## src/rtl/prom_loader.sv

```systemverilog
// rtl/prom_loader.sv - UART-fed PROM loader: SYNC/START/LEN/payload[/CSUM] frames written into an async-read PROM
// Optional checksum byte and accumulator: define PROM_LOADER_CHECKSUM_EN
module prom_loader #(
  parameter int WORD_BITS = 16,
  parameter int ROM_WORDS = 8,
  localparam int AW = $clog2(ROM_WORDS)
) (
  input  logic                 clk,
  input  logic                 reset_n,
  input  logic [7:0]           rx_data_i,
  input  logic                 rx_ready_i,
  output logic                 rx_ack_o,
  input  logic [AW-1:0]        read_addr_i,
  output logic [WORD_BITS-1:0] read_data_o,
  output logic                 load_done_o,
  output logic                 error_o,
  output logic [AW-1:0]        write_addr_o
);

  localparam int WORD_BYTES = WORD_BITS / 8;
  localparam int BIW = (WORD_BYTES > 1) ? $clog2(WORD_BYTES) : 1;
  localparam logic [BIW-1:0] LAST_IDX = BIW'(WORD_BYTES - 1);
  localparam logic [7:0] SYNC_BYTE = 8'h5A;

  typedef enum logic [2:0] {
    S_IDLE,
    S_START,
    S_LEN,
    S_DATA,
`ifdef PROM_LOADER_CHECKSUM_EN
    S_CSUM,
`endif
    S_DONE
  } state_t;

  state_t               state_q, state_d;
  logic [AW-1:0]        ptr_q, ptr_d;
  logic [BIW-1:0]       idx_q, idx_d;
  logic [7:0]           cnt_q, cnt_d;
  logic [WORD_BITS-1:0] asm_q, asm_d;
  logic                 done_q, done_d;
  logic                 err_q, err_d;
  logic                 prom_we;
`ifdef PROM_LOADER_CHECKSUM_EN
  logic [7:0]           acc_q, acc_d;
`endif

  logic [WORD_BITS-1:0] prom [ROM_WORDS];

  assign rx_ack_o     = rx_ready_i;
  assign read_data_o  = prom[read_addr_i];
  assign load_done_o  = done_q;
  assign error_o      = err_q;
  assign write_addr_o = ptr_q;

  // State and datapath registers; PROM is deliberately outside reset
  always_ff @(posedge clk or negedge reset_n) begin
    if (!reset_n) begin
      state_q <= S_IDLE;
      ptr_q   <= '0;
      idx_q   <= '0;
      cnt_q   <= '0;
      asm_q   <= '0;
      done_q  <= 1'b0;
      err_q   <= 1'b0;
`ifdef PROM_LOADER_CHECKSUM_EN
      acc_q   <= '0;
`endif
    end else begin
      state_q <= state_d;
      ptr_q   <= ptr_d;
      idx_q   <= idx_d;
      cnt_q   <= cnt_d;
      asm_q   <= asm_d;
      done_q  <= done_d;
      err_q   <= err_d;
`ifdef PROM_LOADER_CHECKSUM_EN
      acc_q   <= acc_d;
`endif
    end
  end

  // Frame parser: next state, pointer/counter updates and PROM write strobe
  always_comb begin
    state_d = state_q;
    ptr_d   = ptr_q;
    idx_d   = idx_q;
    cnt_d   = cnt_q;
    asm_d   = asm_q;
    done_d  = done_q;
    err_d   = err_q;
    prom_we = 1'b0;
`ifdef PROM_LOADER_CHECKSUM_EN
    acc_d   = acc_q;
`endif
    if (rx_ready_i) begin
      case (state_q)
        S_IDLE, S_DONE: begin
          if (rx_data_i == SYNC_BYTE) begin
            state_d = S_START;
            done_d  = 1'b0;
            err_d   = 1'b0;
`ifdef PROM_LOADER_CHECKSUM_EN
            acc_d   = '0;
`endif
          end
        end
        S_START: begin
          ptr_d   = rx_data_i[AW-1:0];
          idx_d   = '0;
          state_d = S_LEN;
`ifdef PROM_LOADER_CHECKSUM_EN
          acc_d   = acc_q + rx_data_i;
`endif
        end
        S_LEN: begin
          if (rx_data_i == 8'd0) begin
            err_d   = 1'b1;
            state_d = S_IDLE;
          end else begin
            cnt_d   = rx_data_i;
            state_d = S_DATA;
`ifdef PROM_LOADER_CHECKSUM_EN
            acc_d   = acc_q + rx_data_i;
`endif
          end
        end
        S_DATA: begin
          asm_d[{idx_q, 3'b000} +: 8] = rx_data_i;
`ifdef PROM_LOADER_CHECKSUM_EN
          acc_d = acc_q + rx_data_i;
`endif
          if (idx_q == LAST_IDX) begin
            // The completed word (asm_d) is written on this same edge
            prom_we = 1'b1;
            ptr_d   = ptr_q + AW'(1);
            cnt_d   = cnt_q - 8'd1;
            idx_d   = '0;
            if (cnt_q == 8'd1) begin
`ifdef PROM_LOADER_CHECKSUM_EN
              state_d = S_CSUM;
`else
              state_d = S_DONE;
              done_d  = 1'b1;
`endif
            end
          end else begin
            idx_d = idx_q + BIW'(1);
          end
        end
`ifdef PROM_LOADER_CHECKSUM_EN
        S_CSUM: begin
          if (8'(acc_q + rx_data_i) == 8'd0) done_d = 1'b1;
          else                               err_d  = 1'b1;
          state_d = S_DONE;
        end
`endif
        default: state_d = S_IDLE;
      endcase
    end
  end

  // PROM write port; contents survive reset
  always_ff @(posedge clk) begin
    if (prom_we) prom[ptr_q] <= asm_d;
  end

endmodule
```

## config.mk

```make
export PLATFORM = sky130hd
export DESIGN_NAME = prom_loader
export DESIGN_NICKNAME = d
export VERILOG_FILES = /design/src/rtl/prom_loader.sv
export SDC_FILE = /design/constraint.sdc
export NUM_CORES = 1
export LEC_CHECK = 0
export CAP_MARGIN = 20
export CORE_MARGIN = 2
export CORE_UTILIZATION = 42
export DETAILED_ROUTE_END_ITERATION = 10
export GPL_TIMING_DRIVEN = 0
export PLACE_DENSITY = 0.65
export SLEW_MARGIN = 20
export SYNTH_ARGS = -nofsm -noshare
export SYNTH_HDL_FRONTEND = slang
export SYNTH_SLANG_ARGS = --single-unit
```

## constraint.sdc

```tcl
create_clock -name clk -period 3.82 [get_ports clk]
set_input_delay 0.573 -clock clk [delete_from_list [all_inputs] [get_ports clk]]
set_output_delay 0.573 -clock clk [all_outputs]
set_load 0.1 [all_outputs]
```

; Yosys cells after proc, flatten, opt, wreduce, memory -nomap -nowiden
; Memories as Yosys holds them, arrays and structs flattened.
; Cells that the tools add are included.
[word_totals]
regBits = 33
ramBits = 128
inputBits = 14
out_inout_bits = 22
word_cells = 64
memories = 1
[classes]
add_sub_neg = 4
eq_ne = 11
n_shift = 2
muxes = 26
reduce_logical = 13
[memory_table]
columns = name, words, width, rd, rd_clocked_by_memory_dff, wr, line
row1 = prom, 8, 16, 1, 0, 1, 48  ; logic [WORD_BITS-1:0] prom [ROM_WORDS];
[ops]
columns = cell, n
row1 = $mux W16, 2
row2 = $bwmux W16, 1
row3 = $mux W8, 2
row4 = $pmux W8 S2, 1
row5 = $shift A8 B6 Y16 const A, 1
row6 = $shiftx A8 B6 Y16, 1
row7 = $mux W3, 4
row8 = $pmux W3 S4, 1
row9 = $reduce_and A4 Y1, 3
row10 = $mux W1, 10
row11 = $ne A2 B2 Y1 const B, 5
row12 = $eq A8 B1 Y1 const B, 1
row13 = $eq A8 B7 Y1 const B, 1
row14 = $logic_not A8 Y1, 1
row15 = $reduce_bool A2 Y1, 4
row16 = $sub A8 B1 Y8 const B, 1
row17 = $eq A3 B2 Y1 const B, 2
row18 = $neg A4 Y6, 1
row19 = $pmux W1 S2, 3
row20 = $pmux W3 S2, 1
row21 = $reduce_and A5 Y1, 1
row22 = $add A3 B1 Y3 const B, 1
row23 = $eq A3 B1 Y1 const B, 1
row24 = $eq A3 B3 Y1 const B, 1
row25 = other kinds (6), 6

; Longest topological paths before layout
; Gate-level depths: netlist of the first run.
[depth]
depth_word = 5
depth_mapped = 7

; Worst setup path before layout of the first run
; No wires, ideal clock.
[synth_path]
kind = reg2reg
start = reg state_q[2]
end = mem prom[0][0] (enable)
setup_ns = 0.430
arrival_ns = 2.616
t_required_ns = 3.390
path_slack_ns = 0.774
stages_incl_launch_ff = 6
path_buffers = 2
path_cell_list = dfrtp_1 -> and3b_1 -> buf_4 -> nand3_4 -> buf_6 -> nor4_1
[synth_via]
elab_chain_cells = 5
[synth_rtl]
columns = item, line
row1 = from (decl), 36  ; state_t state_q, state_d;
row2 = from (signal assigned), 70  ; state_q <= state_d;
row3 = $eq A3 B2 Y1, 97  ; case (state_q)
row4 = $mux W1, 97
row5 = $mux W1, 96  ; if (rx_ready_i) begin
row6 = $mux W1, 165  ; if (prom_we) prom[ptr_q] <= asm_d;
row7 = $mux W1 (implied by the code), 165
row8 = to (decl), 48
; No other way between the ends.

; Worst setup path in the final report of the first run
[layout_path]
start = in read_addr_i[1]
end = out read_data_o[15]
[layout_via]
elab_chain_cells = 1
[layout_rtl]
columns = item, line
row1 = from (decl), 13  ; input logic [AW-1:0] read_addr_i,
row2 = $mem_v2 Z8 W16, --
row3 = to (decl), 14  ; output logic [WORD_BITS-1:0] read_data_o,
; No other way between the ends.

==> results of run 1 <==
logic make-up (layout without fill, tap and decap cells):
group / count (synthesis) / count (layout) / synth area share, %
AO/OA/AOI/OAI: 40 / 40 / 4.00
adder cells (fa/ha/maj): 3 / 3 / 0.560
buffers and inverters: 24 / 103 / 2.18
flip-flops: 161 / 161 / 69.7
multiplexers: 65 / 65 / 18.0
AND/OR/NAND/NOR: 54 / 54 / 5.55
power by group through the flow:
stage | registers [µW] | logic, µW | clock network, µW
floorplan | 2540 | 721 | 0
global placement | 2420 | 1120 | 0
detailed placement | 2440 | 1180 | 0
CTS | 2400 | 1180 | 1600
global route | 2430 | 1270 | 1680
finish | 2400 | 1170 | 1570
cells in the final DEF, fill, tap and decap left out, types with 3 or more instances in the layout:
cell type / instances
edfxtp_1: 128
a31oi_1: 3
o22ai_1: 4
clkdlybuf4s50_1: 15
clkbuf_16: 17
buf_1: 4
nor2_1: 6
nand2_1: 7
o21ai_0: 8
ha_1: 3
nor4_1: 3
buf_2: 5
nand3_1: 6
a21oi_1: 7
clkbuf_1: 4
mux4_1: 31
inv_1: 7
buf_4: 7
dfrtp_1: 33
nor2_2: 3
buf_6: 11
dlygate4sd2_1: 16
o31ai_1: 3
nor3_2: 4
mux2_2: 33
state kept, by name (all words and copies together), names as in the netlist:
register	flops
state_q	3
load_done_o	1
idx_q	1
asm_q	16
error_o	1
prom	128
cnt_q	8
write_addr_o	3
timing repair:
| item | CTS | global route |
|---|---|---|
| buffers inserted | 0 | 0 |
| setup endpoints to repair | 16 | 0 |
| resized for setup | 16 | 0 |
| hold endpoints to repair | 0 | 0 |
how the worst max path moves through the flow:
stage / start / depth (start not counted) / to / slack (ns)
5_1_grt: read_addr_i[1] / 5 / read_data_o[15] / 0.12
6_report: read_addr_i[1] / 5 / read_data_o[15] / 0.21
2_1_floorplan: state_q[2] / 5 / prom[0][0] / 0.77
3_3_place_gp: state_q[2] / 5 / prom[0][8] / -1.03
4_1_cts: read_addr_i[1] / 5 / read_data_o[15] / 0.16
3_5_place_dp: read_addr_i[1] / 5 / read_data_o[12] / -0.17
layout make-up:
cell class | count | area [µm²] | area share, %
inverters | 7 | 26.3 | 0.328
clock inverters | 12 | 109 | 1.36
multi-input cells | 162 | 1920 | 24.0
plain buffers | 17 | 120 | 1.50
flip-flops and latches | 161 | 4670 | 58.3
clock buffers | 20 | 437 | 5.45
repair buffers | 47 | 458 | 5.72
well taps | 216 | 270 | 3.37
critical path, stage by stage:
cell and delay, ns:
clkdlybuf4s50_1 0.55, buf_1 0.57, mux4_2 0.35, mux2_2 0.14, dlygate4sd2_1 0.85
layer usage:
layer	GRT usage [%]	vias to the layer above	share of wire, %
met5	0	-	0
met4	5.38	0	1.2
met3	4.72	12	4.1
met2	27.1	89	49
met1	23.5	1840	46
li1	-	1583	-
per-stage QoR:
step	setup slack [ns]	instance area, µm²	power, µW	hold WS (ns)	utilization (%)
after CTS	0.163	8010	5180	0.0647	51.0
final	0.207	8010	5140	0.0612	51.0
after global placement	-1.03	7290	3550	0.487	46.4
after floorplan	0.774	6700	3270	0.277	-
after global routing	0.122	8010	5380	0.0681	51.0
after detailed placement	-0.165	7480	3620	0.485	47.6
==> results.txt, run 1 <==
CTS sink count = 161
Async SR Flop Fraction = 20.5%
Setup TNS = 0 ns
Slew @ Worst Pin = 0.983 ns
CTS clk-pin slew, worst paths = 0.06 ns
Non-Filler Instances = 642
Routed Antenna Nets = 0
reg2reg start = state_q[2]
Post-synth EDFFs = 128
Layout area overhead = 19.5%
Die Width = 130 µm
# diodes = 0
R2R Path End = prom[0][8]
DRC Markers = 0
Nets = 430
DR iter-0 viols = 280
Max Cap Viol = 0
Longest Clk Path Bufs = 2
Port Buffers = 32
placed insts = 610
type of the worst setup path = primary input to primary output
hold crit path type = primary input to asynchronous set/reset pin
PwrDens = 642 nW/µm²
reg2reg path depth = 7
synth cell count leaders = 128 x edfxtp_1, 33 x dfrtp_1, 33 x mux2_2, 31 x mux4_1, 9 x nor2_1
register-to-register setup slack = 1.27 ns
CP Capture Type = primary output
Critical Path RT = 3.25 ns
DR vias = 3524
Max VDD drop = 0.000421 V
Initial Utilization = 42.7%
fillers = 1294
Net Sw Frac = 31.4%
initial antenna violation count = 0
Syn Nets = 364
Die Span Y = 130 µm
largest net degree at the start of global routing = 21
post-synth top area cell = edfxtp_1
H-tree depth = 4
Vias/cell = 5.49
Cell Int Power = 3530 µW
RSZ-0062 raised after global routing = false
core area = 15700 µm²
drt wl/cell = 20.9 µm
worst path arrival time = 3.04 ns
Ys Warns = 0
minimum clock period = 3.61 ns
Comb power frac = 22.7%
vias in the first global route = 3634
Die Footprint = 17000 µm²
Final setup viols = 0
gr usage total = 17.2%
net switching power = 1610 µW
sequential share of power = 46.8%
GP Congestion = 0.853
Netlist cell types = 51
total gr overflow = 0
cts bufs inserted = 17
Cells after Synth = 347
CTS root buf = clkbuf_16
top-count cell post-synth = edfxtp_1
Slew headroom = 34.3%
First-pass DRT Iterations = 4
wirelength, routed = 13400 µm
flip-flop and latch count after synthesis = 161
Fin. Hold Viols = 0
f_max = 0.277 GHz
clock network fraction of design power = 30.5%
first-pass GRT wire length = 20900 µm
Final Max Slew Viols = 0
fin crit share = 94.6%
share of cells above drive strength 1 = 24.6%
top cell type's share of synthesized area = 57.4%
Post-DP HPWL = 9210 µm
CP startpoint kind = primary input
cts hold-fix bufs = 0
status = completed
CTS tree = yes
synthesized area per cell = 19.3 µm²
dominant cells by area after synthesis = edfxtp_1 57%, dfrtp_1 12%, mux4_1 12%
Max FO, Critical Path = 10
cell area after synthesis = 6700 µm²
Seq/Total Area, Yosys = 69.7%
row count = 46
Post-synth top flop = edfxtp_1
clock skew = 0.0200 ns
io pins = 36
Lkg Pwr = 0.00287 µW
Clock Latency Late Sink = 0.43 ns
Power figures use the tool's default switching activity.
==> run 2, diff against run 1 <==
--- a/config.mk
+++ b/config.mk
@@ -8,6 +8,7 @@
 export CAP_MARGIN = 20
 export CORE_MARGIN = 2
 export CORE_UTILIZATION = 42
+export CTS_BUF_LIST = sky130_fd_sc_hd__clkbuf_2
 export DETAILED_ROUTE_END_ITERATION = 10
 export GPL_TIMING_DRIVEN = 0
 export PLACE_DENSITY = 0.65
==> results.txt, run 2 (same netlist as run 1, synthesis figures left out) <==
status = completed
# diodes = 0 (unchanged)
largest net degree at the start of global routing = 21 (unchanged)
hold slack = 0.262 ns (+0.200 ns)
Fin. Hold Viols = 0 (unchanged)
area of the multi-input gates = 1920 µm² (unchanged)
fin crit share = 94.8% (+0.21 points)
number of flip-flops in the largest register = 128 (unchanged)
DR iter-0 viols = 293 (+4.6%)
core area = 15700 µm² (unchanged)
CP Capture Type = primary output
First-pass DRT Iterations = 6 (+2)
Max FO, Critical Path = 10 (unchanged)
Layout area overhead = 14.6%
Nets = 431 (+0.23%)
initial antenna violation count = 0 (unchanged)
H-tree depth = 4 (unchanged)
Slew headroom = 34.1% (-0.15 points)
Final setup viols = 0 (unchanged)
Longest Clk Path Bufs = 2 (unchanged)
Lkg Pwr = 0.00274 µW (-4.4%)
clock network fraction of design power = 19.0% (-12 points)
CTS root buf = clkbuf_2
top flop regs = prom x128, asm_q x16, cnt_q x8
Max Cap Viol = 0 (unchanged)
met2 Usage GRT = 26.5% (-0.59 points)
cts bufs inserted = 17 (unchanged)
worst path arrival time = 3.05 ns (about the same)
minimum clock period = 3.62 ns (+0.00804 ns)
CP startpoint kind = primary input
met3 Use GR = 4.22% (-0.49 points)
DRC Markers = 0 (unchanged)
Critical Path RT = 3.25 ns (about the same)
CTS clk-pin slew, worst paths = 0.18 ns (+0.12 ns)
gr usage total = 16.9% (-0.31 points)
Comb power frac = 26.5% (+3.8 points)
net switching power = 1530 µW (-4.9%)
row count = 46 (unchanged)
post-CTS setup repair buffer count = 0 (unchanged)
Die Footprint = 17000 µm² (unchanged)
drt wl/cell = 20.7 µm (-1.2%)
CTS sink count = 161 (unchanged)
Slew @ Worst Pin = 0.985 ns (+0.00223 ns)
Net Sw Frac = 34.8% (+3.4 points)
type of the worst setup path = primary input to primary output
Clock Latency Late Sink = 0.73 ns (+0.30 ns)
total gr overflow = 0 (unchanged)
io pins = 36 (unchanged)
f_max = 0.276 GHz (-0.22%)
Die Width = 130 µm (unchanged)
sequential share of power = 54.5% (+7.7 points)
CTS tree = yes
Die Span Y = 130 µm (unchanged)
Biggest register = prom
Routed Antenna Nets = 0 (unchanged)
Vias/cell = 5.55 (+1.2%)
wirelength, routed = 13300 µm (-1.1%)
fillers = 1340 (+3.6%)
PwrDens = 573 nW/µm² (-11%)
Initial Utilization = 42.7% (unchanged)
RSZ-0062 raised after global routing = false
share of cells above drive strength 1 = 25.3% (+0.64 points)
GP Congestion = 0.853 (unchanged)
GRT met1 Usage = 23.1% (-0.40 points)
Port Buffers = 32 (unchanged)
Cell Int Power = 2870 µW (-19%)
hold crit path type = primary input to flop
Post-DP HPWL = 9210 µm (unchanged)
most heavily used metal layer in global routing = met2
Register Area = 4670 µm² (unchanged)
first-pass GRT wire length = 20600 µm (-1.5%)
DR vias = 3571 (+1.3%)
Setup TNS = 0 ns (unchanged)
Max VDD drop = 0.000527 V (+25%)
Final Max Slew Viols = 0 (unchanged)
commonest cells after routing, fill and taps aside = 128 x edfxtp_1, 33 x mux2_2, 33 x dfrtp_1
vias in the first global route = 3593 (-1.1%)
most common cell after layout, fill and taps aside = edfxtp_1
clock skew = 0.0443 ns (+0.0243 ns)
-- run 2: changes by cell type in the layout (fill, tap and decap cells not counted) --
cell,delta
clkbuf_16,-17
dlygate4sd3_1,+1
clkbuf_2,+20
clkbuf_1,-3
-- run 2: critical path, stage by stage --
cell and delay (ns):
clkdlybuf4s50_1 0.56, buf_1 0.57, mux4_2 0.35, mux2_2 0.14, dlygate4sd2_1 0.85
-- run 2: cell type report --
cell class / count / area share (%)
plain buffers: 17 / 1.56
clock buffers: 20 / 1.30
clock inverters: 12 / 1.42
inverters: 7 / 0.342
multi-input cells: 162 / 25.0
flip-flops and latches: 161 / 60.8
well taps: 216 / 3.52
repair buffers: 48 / 6.09
-- run 2: layer usage --
metal | wire length [µm] | part of all wire (%)
met2 | 6280 | 47
met4 | 257 | 1.9
met5 | 0 | 0
met3 | 503 | 3.8
met1 | 6260 | 47
-- run 2: worst paths after layout --
check / startpoint / end / slack, ns / cells after the start
worst max register to register: state_q[2] / prom[0][13] / 1.28 / 7
worst min register to register: load_done_o / load_done_o / 0.52 / 1
max in group asynchronous: reset_n / write_addr_o[1] / 3.10 / 3
min in group asynchronous: reset_n / asm_q[4] / 0.27 / 2
worst min-delay path: rx_ready_i / state_q[0] / 0.26 / 3
worst max-delay path: read_addr_i[1] / read_data_o[15] / 0.20 / 5
-- run 2: what timing repair did --
item | in CTS | in global routing
setup endpoints to repair | 16 | 0
endpoints found under the hold margin | 33 | 0
gates resized for setup | 16 | 0
hold buffers | 1 | 0
-- run 2: power by group through the flow --
stage	Sequential, µW	Clock (µW)	Combinational [µW]
floorplan	2540	0	721
global placement	2420	0	1120
detailed placement	2440	0	1180
CTS	2400	862	1180
global route	2420	929	1270
finish	2400	836	1170
-- run 2: stage by stage --
| step | utilization [%] | cell area (µm²) | total power (µW) | worst slack [ns] | cells |
|---|---|---|---|---|---|
| 2_1_floorplan | - | 6700 | 3270 | 0.774 | 347 |
| 3_3_place_gp | 46.4 | 7290 | 3550 | -1.03 | 595 |
| 6_report | 48.9 | 7680 | 4400 | 0.199 | 643 |
| 3_5_place_dp | 47.6 | 7480 | 3620 | -0.165 | 610 |
| 5_1_grt | 48.9 | 7680 | 4620 | 0.120 | 643 |
| 4_1_cts | 48.9 | 7680 | 4440 | 0.161 | 643 |
==> run 3, diff against run 2 <==
--- a/config.mk
+++ b/config.mk
@@ -10,7 +10,7 @@
 export CORE_UTILIZATION = 42
 export CTS_BUF_LIST = sky130_fd_sc_hd__clkbuf_2
 export DETAILED_ROUTE_END_ITERATION = 10
-export GPL_TIMING_DRIVEN = 0
+export GPL_TIMING_DRIVEN = 1
 export PLACE_DENSITY = 0.65
 export SLEW_MARGIN = 20
 export SYNTH_ARGS = -nofsm -noshare
==> constraint.sdc (replaced) <==
create_clock -name clk -period 4.48 [get_ports clk]
set_input_delay 0.672 -clock clk [delete_from_list [all_inputs] [get_ports clk]]
set_output_delay 0.672 -clock clk [all_outputs]
set_load 0.1 [all_outputs]
==> results.txt, run 3 (same netlist as run 1, synthesis figures left out) <==
CP bufs+invs = 1 (-2)
critical path's largest stage delay = 1.22 ns (+0.37 ns)
clock skew = 0.0211 ns (-0.0233 ns)
CTS clk-pin slew, worst paths = 0.21 ns (+0.03 ns)
placed insts = 592 (-3.0%)
crit-path leading delay family = buffers and inverters
DR iter-0 viols = 234 (-20%)
Layout area overhead = 11.7%
Clock Latency Late Sink = 0.72 ns (about the same)
share of cells above drive strength 1 = 25.7% (+0.44 points)
f_max = 0.305 GHz
net switching power = 1260 µW (-18%)
GP Congestion = 0.809 (-5.2%)
commonest cells after routing, fill and taps aside = 128 x edfxtp_1, 33 x mux2_2, 33 x dfrtp_1
fillers = 1316 (-1.8%)
gr usage total = 16.3% (-0.61 points)
number of flip-flops in the largest register = 128 (unchanged)
post-CTS setup repair buffer count = 0 (unchanged)
initial antenna violation count = 0 (unchanged)
Final Max Slew Viols = 0 (unchanged)
Non-Filler Instances = 624 (-3.0%)
DRC Markers = 0 (unchanged)
H-tree depth = 4 (unchanged)
cts hold-fix bufs = 0 (-1)
Crit-path slowest cell = clkdlybuf4s50_1
final core utilization = 47.6% (-1.3 points)
PwrDens = 499 nW/µm² (-13%)
most common cell after layout, fill and taps aside = edfxtp_1
drt wl/cell = 20.3 µm (-2.0%)
CTS sink count = 161 (unchanged)
Comb power frac = 24.6% (-1.9 points)
Nets = 412 (-4.4%)
Critical Path RT = 3.81 ns (+0.56 ns)
status = completed
Biggest register = prom
type of the worst setup path = flop to primary output
top flop regs = prom x128, asm_q x16, cnt_q x8
Cell Int Power = 2470 µW (-14%)
DR vias = 3374 (-5.5%)
Slew headroom = 34.1% (+0.039 points)
Fin. Hold Viols = 0 (unchanged)
Max Cap Viol = 0 (unchanged)
Slew @ Worst Pin = 0.985 ns (-0.000583 ns)
io pins = 36 (unchanged)
CTS root buf = clkbuf_2
# diodes = 0 (unchanged)
row count = 46 (unchanged)
CTS tree = yes
Post-DP HPWL = 8010 µm (-13%)
register-to-register setup slack = 1.69 ns (+0.41 ns)
Vias/cell = 5.41 (-2.6%)
CP Capture Type = primary output
cts bufs inserted = 17 (unchanged)
worst path arrival time = 2.60 ns (-0.45 ns)
CP startpoint kind = flop
Die Width = 130 µm (unchanged)
Net Sw Frac = 33.8% (-0.96 points)
Final setup viols = 0 (unchanged)
clock network fraction of design power = 19.5% (+0.5 points)
Longest Clk Path Bufs = 2 (unchanged)
Max VDD drop = 0.000390 V (-26%)
total gr overflow = 0 (unchanged)
Max FO, Critical Path = 9 (-1)
first-pass GRT wire length = 19700 µm (-4.3%)
largest net degree at the start of global routing = 34 (+62%)
Die Footprint = 17000 µm² (unchanged)
Lkg Pwr = 0.00264 µW (-3.5%)
wirelength, routed = 12600 µm (-4.9%)
core area = 15700 µm² (unchanged)
Port Buffers = 35 (+9.4%)
First-pass DRT Iterations = 4 (-2)
sequential share of power = 55.8% (+1.3 points)
CP Cell Sequence = clkdlybuf4s50_1
vias in the first global route = 3456 (-3.8%)
minimum clock period = 3.28 ns
fin crit share = 73.1%
Setup TNS = 0 ns (unchanged)
reg2reg start = state_q[0]
Die Span Y = 130 µm (unchanged)
hold crit path type = primary input to asynchronous set/reset pin
Post-CTS Resized = 0 (-16)
RSZ-0062 raised after global routing = false
Routed Antenna Nets = 0 (unchanged)
reg2reg path depth = 4 (-3)
Initial Utilization = 42.7% (unchanged)
R2R Path End = prom[2][6]
## run 3: through the flow
stage	power, µW	hold WS [ns]	area (µm²)	setup slack [ns]
after detailed placement	3040	0.488	7270	1.20
final	3730	0.312	7480	1.20
after global routing	3930	0.266	7480	1.07
after floorplan	2780	0.376	6700	1.34
after global placement	3000	0.488	7270	1.23
after CTS	3770	0.268	7480	1.14
## run 3: power groups by stage
| stage | combinational [µW] | clock (µW) | sequential, µW |
|---|---|---|---|
| finish | 920 | 729 | 2090 |
| global route | 1010 | 813 | 2110 |
| CTS | 929 | 752 | 2090 |
| detailed placement | 925 | 0 | 2120 |
| global placement | 895 | 0 | 2110 |
| floorplan | 615 | 0 | 2170 |
## run 3: final cells by class
cell class / count / area [µm²] / share of cell area (%)
flip-flops and latches: 161 / 4670 / 62.4
clock buffers: 20 / 100 / 1.34
well taps: 216 / 270 / 3.61
repair buffers: 46 / 388 / 5.18
clock inverters: 12 / 118 / 1.57
inverters: 7 / 26.3 / 0.351
multi-input cells: 162 / 1910 / 25.5
## run 3: metal layers
layer / up-vias / wire length [µm] / GRT usage, %
met3: 18 / 538 / 4.84
met5: - / 0 / 0
met1: 1738 / 5750 / 21.7
met2: 79 / 6160 / 26.2
met4: 0 / 196 / 4.68
li1: 1539 / - / -
## run 3: worst max-delay path by stage
stage | start | end | slack [ns] | cells after the start
3_3_place_gp | read_addr_i[0] | read_data_o[12] | 1.23 | 4
2_1_floorplan | rx_ready_i | prom[0][0] | 1.34 | 4
3_5_place_dp | read_addr_i[0] | read_data_o[13] | 1.20 | 4
6_report | write_addr_o[0] | write_addr_o[0] | 1.20 | 1
4_1_cts | write_addr_o[0] | write_addr_o[0] | 1.14 | 1
5_1_grt | write_addr_o[0] | write_addr_o[0] | 1.07 | 1
